===== src/rtl/vend_ctrl_param.sv =====
// Parametrised vending controller: per-slot price/stock register file and a
// one-purchase-at-a-time FSM that vends with change or refunds on cancel/timeout.
module vend_ctrl_param #(
  parameter int ITEMS   = 64,
  parameter int ITEM_W  = 6,
  parameter int PRICE_W = 16,
  parameter int NOTE_W  = 7,
  parameter int STOCK_W = 7,
  parameter int TIMEOUT = 1000
) (
  input  logic               clk,
  input  logic               rstn,
  input  logic [31:0]        paddr,
  input  logic               pwrite,
  input  logic               psel,
  input  logic [31:0]        pwdata,
  output logic [31:0]        prdata,
  input  logic               item_valid,
  input  logic [ITEM_W-1:0]  item_code,
  input  logic               i_valid,
  input  logic [NOTE_W-1:0]  note_val,
  input  logic               cancel,
  output logic               o_valid,
  output logic [ITEM_W-1:0]  output_item,
  output logic [PRICE_W-1:0] note_change,
  output logic               o_refund,
  output logic               o_reject,
  output logic               busy
);

  localparam int ACC_W = PRICE_W + 1;
  localparam int TMR_W = $clog2(TIMEOUT + 1);

  typedef enum logic [1:0] {
    S_IDLE,
    S_COLLECT,
    S_VEND,
    S_REFUND
  } state_t;

  state_t             r_state;
  state_t             w_nextState;

  logic [PRICE_W-1:0] r_price [ITEMS];
  logic [STOCK_W-1:0] r_stock [ITEMS];
  logic [31:0]        r_sales;
  logic [31:0]        r_prdata;

  logic [ITEM_W-1:0]  r_code;
  logic [PRICE_W-1:0] r_lockPrice;
  logic [ACC_W-1:0]   r_acc;
  logic [TMR_W-1:0]   r_timer;
  logic [PRICE_W-1:0] r_change;
  logic               r_reject;

  logic               w_codeInRange;
  logic               w_selOk;
  logic [PRICE_W-1:0] w_selPrice;
  logic [STOCK_W-1:0] w_selStock;
  logic               w_wrEn;
  logic               w_rdEn;
  logic               w_addrInRange;
  logic [ITEM_W-1:0]  w_regIdx;
  logic [31:0]        w_rdWord;
  logic [ACC_W-1:0]   w_accN;
  logic               w_vend;
  logic               w_unused;

  logic               w_accept;
  logic               w_reject;
  logic               w_loadAcc;
  logic               w_timerInc;
  logic               w_setChg;
  logic [PRICE_W-1:0] w_chgVal;

  // When the code width cannot express an out-of-range slot the check folds away.
  if (ITEMS >= (1 << ITEM_W)) begin : g_fullRange
    assign w_codeInRange = 1'b1;
  end else begin : g_partRange
    assign w_codeInRange = (32'(item_code) < 32'(ITEMS));
  end

  assign w_selPrice    = r_price[item_code];
  assign w_selStock    = r_stock[item_code];
  assign w_selOk       = w_codeInRange && (w_selStock != '0) && (w_selPrice != '0);

  assign w_addrInRange = (paddr < 32'(ITEMS));
  assign w_regIdx      = paddr[ITEM_W-1:0];
  assign w_wrEn        = psel & pwrite & w_addrInRange;
  assign w_rdEn        = psel & ~pwrite;
  assign w_rdWord      = (32'(r_stock[w_regIdx]) << 16) | 32'(r_price[w_regIdx]);

  assign w_accN        = r_acc + ACC_W'(note_val);
  assign w_vend        = (r_state == S_VEND);
  assign w_unused      = ^pwdata;

  // A register write to the vending slot overrides that cycle's stock decrement.
  always_ff @(posedge clk or negedge rstn) begin
    if (!rstn) begin
      for (int i = 0; i < ITEMS; i++) begin
        r_price[i] <= '0;
        r_stock[i] <= '0;
      end
    end else begin
      for (int i = 0; i < ITEMS; i++) begin
        if (w_wrEn && (w_regIdx == ITEM_W'(i))) begin
          r_price[i] <= pwdata[PRICE_W-1:0];
          r_stock[i] <= pwdata[16+STOCK_W-1:16];
        end else if (w_vend && (r_code == ITEM_W'(i)) && (r_stock[i] != '0)) begin
          r_stock[i] <= r_stock[i] - STOCK_W'(1);
        end
      end
    end
  end

  always_ff @(posedge clk or negedge rstn) begin
    if (!rstn) begin
      r_prdata <= '0;
      r_sales  <= '0;
    end else begin
      if (w_rdEn) begin
        if (w_addrInRange)
          r_prdata <= w_rdWord;
        else if (paddr == 32'(ITEMS))
          r_prdata <= r_sales;
        else
          r_prdata <= '0;
      end
      if (w_vend && (r_sales != '1))
        r_sales <= r_sales + 32'd1;
    end
  end

  always_ff @(posedge clk or negedge rstn) begin
    if (!rstn)
      r_state <= S_IDLE;
    else
      r_state <= w_nextState;
  end

  // Cancel beats a price-meeting note; a note beats the timeout in the same cycle.
  always_comb begin
    w_nextState = r_state;
    w_accept    = 1'b0;
    w_reject    = 1'b0;
    w_loadAcc   = 1'b0;
    w_timerInc  = 1'b0;
    w_setChg    = 1'b0;
    w_chgVal    = '0;
    case (r_state)
      S_IDLE: begin
        if (item_valid) begin
          if (w_selOk) begin
            w_accept    = 1'b1;
            w_nextState = S_COLLECT;
          end else begin
            w_reject    = 1'b1;
          end
        end
      end
      S_COLLECT: begin
        if (i_valid) begin
          if (cancel) begin
            w_nextState = S_REFUND;
            w_setChg    = 1'b1;
            w_chgVal    = PRICE_W'(w_accN);
          end else if (w_accN >= ACC_W'(r_lockPrice)) begin
            w_nextState = S_VEND;
            w_setChg    = 1'b1;
            w_chgVal    = PRICE_W'(w_accN - ACC_W'(r_lockPrice));
          end else begin
            w_loadAcc   = 1'b1;
          end
        end else if (cancel || (r_timer == TMR_W'(TIMEOUT - 1))) begin
          w_nextState = S_REFUND;
          w_setChg    = 1'b1;
          w_chgVal    = PRICE_W'(r_acc);
        end else begin
          w_timerInc  = 1'b1;
        end
      end
      S_VEND:   w_nextState = S_IDLE;
      S_REFUND: w_nextState = S_IDLE;
      default:  w_nextState = S_IDLE;
    endcase
  end

  always_ff @(posedge clk or negedge rstn) begin
    if (!rstn) begin
      r_code      <= '0;
      r_lockPrice <= '0;
      r_acc       <= '0;
      r_timer     <= '0;
      r_change    <= '0;
      r_reject    <= 1'b0;
    end else begin
      r_reject <= w_reject;
      if (w_accept) begin
        r_code      <= item_code;
        r_lockPrice <= w_selPrice;
        r_acc       <= '0;
        r_timer     <= '0;
      end
      if (w_loadAcc) begin
        r_acc   <= w_accN;
        r_timer <= '0;
      end
      if (w_timerInc)
        r_timer <= r_timer + TMR_W'(1);
      if (w_setChg)
        r_change <= w_chgVal;
    end
  end

  assign prdata      = r_prdata;
  assign o_valid     = (r_state == S_VEND);
  assign o_refund    = (r_state == S_REFUND);
  assign busy        = (r_state != S_IDLE);
  assign o_reject    = r_reject;
  assign output_item = r_code;
  assign note_change = r_change;

endmodule


===== config.mk =====
export PLATFORM = sky130hd
export DESIGN_NAME = vend_ctrl_param
export DESIGN_NICKNAME = d
export VERILOG_FILES = /design/src/rtl/vend_ctrl_param.sv
export SDC_FILE = /design/constraint.sdc
export NUM_CORES = 2
export LEC_CHECK = 0
export CORE_ASPECT_RATIO = 2
export CORE_MARGIN = 2
export CORE_UTILIZATION = 55
export DETAILED_ROUTE_END_ITERATION = 8
export GPL_ROUTABILITY_DRIVEN = 0
export PLACE_DENSITY = 0.71
export REMOVE_ABC_BUFFERS = 1
export SYNTH_ARGS = -nofsm -noshare
export SYNTH_HDL_FRONTEND = slang
export SYNTH_SLANG_ARGS = --single-unit

===== constraint.sdc =====
create_clock -name clk -period 13.1 [get_ports clk]
set_input_delay 2.62 -clock clk [delete_from_list [all_inputs] [get_ports clk]]
set_output_delay 2.62 -clock clk [all_outputs]
set_load 0.05 [all_outputs]

==> qor.yml <==
status: "finished clean"
grt_use_met2_pct: 63.8
grt_pass1_vias: 75900
cts-buffers-inserted: 153
post_cts_buffers: 0
dieWidth_um: 293
drt.antenna.violating_nets: 0
start_util_pct: 55.2
wl_mm: 334
met1_usage_pct: 41.3
coreArea_mm2: 0.167
synth_edf_count: 0
drive_gt1_share_pct: 20.0
peakVddDrop_mv: 0.101
ys_warn_count: 0
drv_cap: 0
numPortBuffers: 132
synth_top_area_share_pct: 43.6
antenna_found_initial: 23
use_met3_pct: 10.1
synth_area_leaders: "dfrtp_1 (44%), mux4_2 (18%), nand2_1 (9.2%)"
clkLatencyLatePin_ns: 0.83
fmax_mhz: 125
dp_hpwl_mm: 218
p_per_area_mw_per_mm2: 118
cp.arrival_ns: 8.65
seq_area_mm2: 0.0401
p_leak_nw: 43.9
syn2layout_area_growth_pct: 8.75
track_usage_pct: 39.8
finalSetupViolations: 0
dr.pass1.iters: 6
wl_per_cell_um: 30.8
htreeDepth: 4
utilization_pct: 60.1
clk_pin_slew_worst_paths_ns: 0.07
final-hold-violation-count: 0
startpoint_type: "input pin"
multiInputGateArea_mm2: 0.0487
fin_nets: 8821
grt.overflow.total: 0
cts_root_buf: "clkbuf_16"
cp_max_fo: 109
busiest_layer: "met2"
relSlewSlack_pct: 2.71
grt_max_degree: 184
num_vias: 73500
ios: 142
grt_pass1_wl_mm: 494
seq_area_frac_synth_pct: 43.6
fin_crit_ns: 7.97
syn-instance-count: 8743
worstHoldPathType: "flip-flop to flip-flop"
yosys.area.top_type: "dfrtp_1"
hold-worst-slack_ns: 0.478
tritoncts: "built"
required_ns: 13.78
synthFlopType: "dfrtp_1"
fin_worst_skew_ns: 0.0459
fillers: 13300
first_iter_violations: 8054
worst_slew_pin_slew_ns: 1.45
path_class: "input pin to flip-flop"
ctsHoldBuffers: 0
cts_sinks: 1604
rows: 212
die_area_mm2: 0.171
rsz0062_at_grt: "false"
via_per_inst: 6.78
die_h_um: 582
netlist_area_mm2: 0.0920
ys_seq_elements: 1604
setup_tns_ns: 0
finalCritPeriodShare_pct: 60.8
critPathCaptureType: "flip-flop"
synth-async-reset-ratio_pct: 100
drc_errors: 0
yosysUniqueCellTypes: 77
syn-mean-instance-area_um2: 10.5
ctsResizeCount: 0
maxSlewViolCount: 0
clock_path_buffers: 4
## cell families after synthesis
family	count (synthesis)	share of synthesized area (%)
fa+ha+maj	155	2.12
simple gates	3545	15.8
mux	1316	25.2
buf+inv	825	3.64
compound gates	866	5.54
flops	1604	43.6
xor+xnor	432	4.11
## metrics by stage
stage | cells | power [mW] | area (um2) | worst slack, ns
6_report | 10800 | 11.9 | 100000 | 5.13
5_1_grt | 10800 | 12.2 | 100000 | 5.15
4_1_cts | 10800 | 11.8 | 100000 | 5.59
3_5_place_dp | 10600 | 7.25 | 95000 | 4.75
3_3_place_gp | 10600 | 7.19 | 95000 | 4.85
2_1_floorplan | 8111 | 6.37 | 89400 | 5.28
## worst max-delay path, stage by stage
cell and delay, ns:
buf_8 0.33, buf_4 0.64, buf_12 0.46, mux4_2 0.40, mux2i_1 0.10, a22o_1 0.49
nor4_1 0.84, nor3_1 0.15, and4_4 0.25, nor4_4 0.90, buf_4 0.63, mux2_4 0.35
## metal layers
metal / share of wire [%] / vias to the layer above
met2: 47 / 4762
met4: 13 / 20
met3: 9.8 / 1703
met5: 0.042 / -
met1: 30 / 36700
li1: - / 30300
## cells in the mapped netlist (33+ instances only)
library cell  count
mux2i_1          99
mux2_2          453
a21oi_1         449
xnor2_1         319
o21ai_0         132
clkbuf_1        457
nand2_1        2255
a22oi_1          58
ha_1            153
buf_2            33
mux4_2          746
dfrtp_1        1604
nor3_1          159
inv_1           188
xor2_1          113
nor2_1          716
nand3_1         116
buf_4            33
nor4_1          101
a211oi_1         49
buf_1            97
## report_power, final
| part | switching, mW | internal, mW |
|---|---|---|
| clock network | 2.03 | 2.60 |
| registers | 0.215 | 5.10 |
| logic | 1.25 | 0.654 |
| total | 3.50 | 8.35 |
## sequential cells by signal (all words and copies together) (netlist names)
signal / cells
note_change: 16
o_reject: 1
output_item: 6
prdata: 32
r_acc: 17
r_lockPrice: 16
r_price: 1024
r_sales: 32
r_state: 2
r_stock: 448
r_timer: 10
## cells in the final DEF (no fill, tap or decap), drive strengths merged, types with 10 or more instances in the layout
master	instances
mux4	746
a311oi	25
inv	194
or3	24
nor4	103
nand2	2255
diode	15
mux2i	99
mux2	471
nand3	116
nor2b	26
a221oi	13
dfrtp	1604
o211ai	10
nand2b	20
or4	31
xor2	113
a31oi	10
a21oi	449
nand4	31
a22oi	58
buf	217
nor2	716
ha	153
o21ai	153
nor3b	10
a211oi	49
xnor2	319
bufinv	13
o22ai	11
o31ai	20
or2	10
clkinv	30
clkdlybuf4s50	97
clkbuf	208
and3	11
nor3	159
## cell type report
class,instances,share of cell area (%)
diodes,15,0.0375
clock buffers,206,4.36
clock inverters,53,0.631
inverters,193,0.724
multi-input cells,6314,48.7
flip-flops and latches,1604,40.1
well taps,2140,2.68
repair buffers,316,2.79
## path summary, 6_finish.rpt
| check | cells after the start | slack (ns) | start | end |
|---|---|---|---|---|
| setup / recovery | 12 | 5.13 | item_code[2] | output_item[3] |
| hold / removal | 2 | 0.48 | prdata[28] | prdata[28] |
| setup reg to reg | 18 | 7.59 | r_acc[0] | note_change[12] |
| hold reg to reg | 2 | 0.48 | prdata[28] | prdata[28] |
| max in group asynchronous | 3 | 8.83 | rstn | r_price[753] |
| min in group asynchronous | 1 | 1.74 | rstn | r_timer[5] |
No activity file was read; power rests on OpenSTA's default activity.
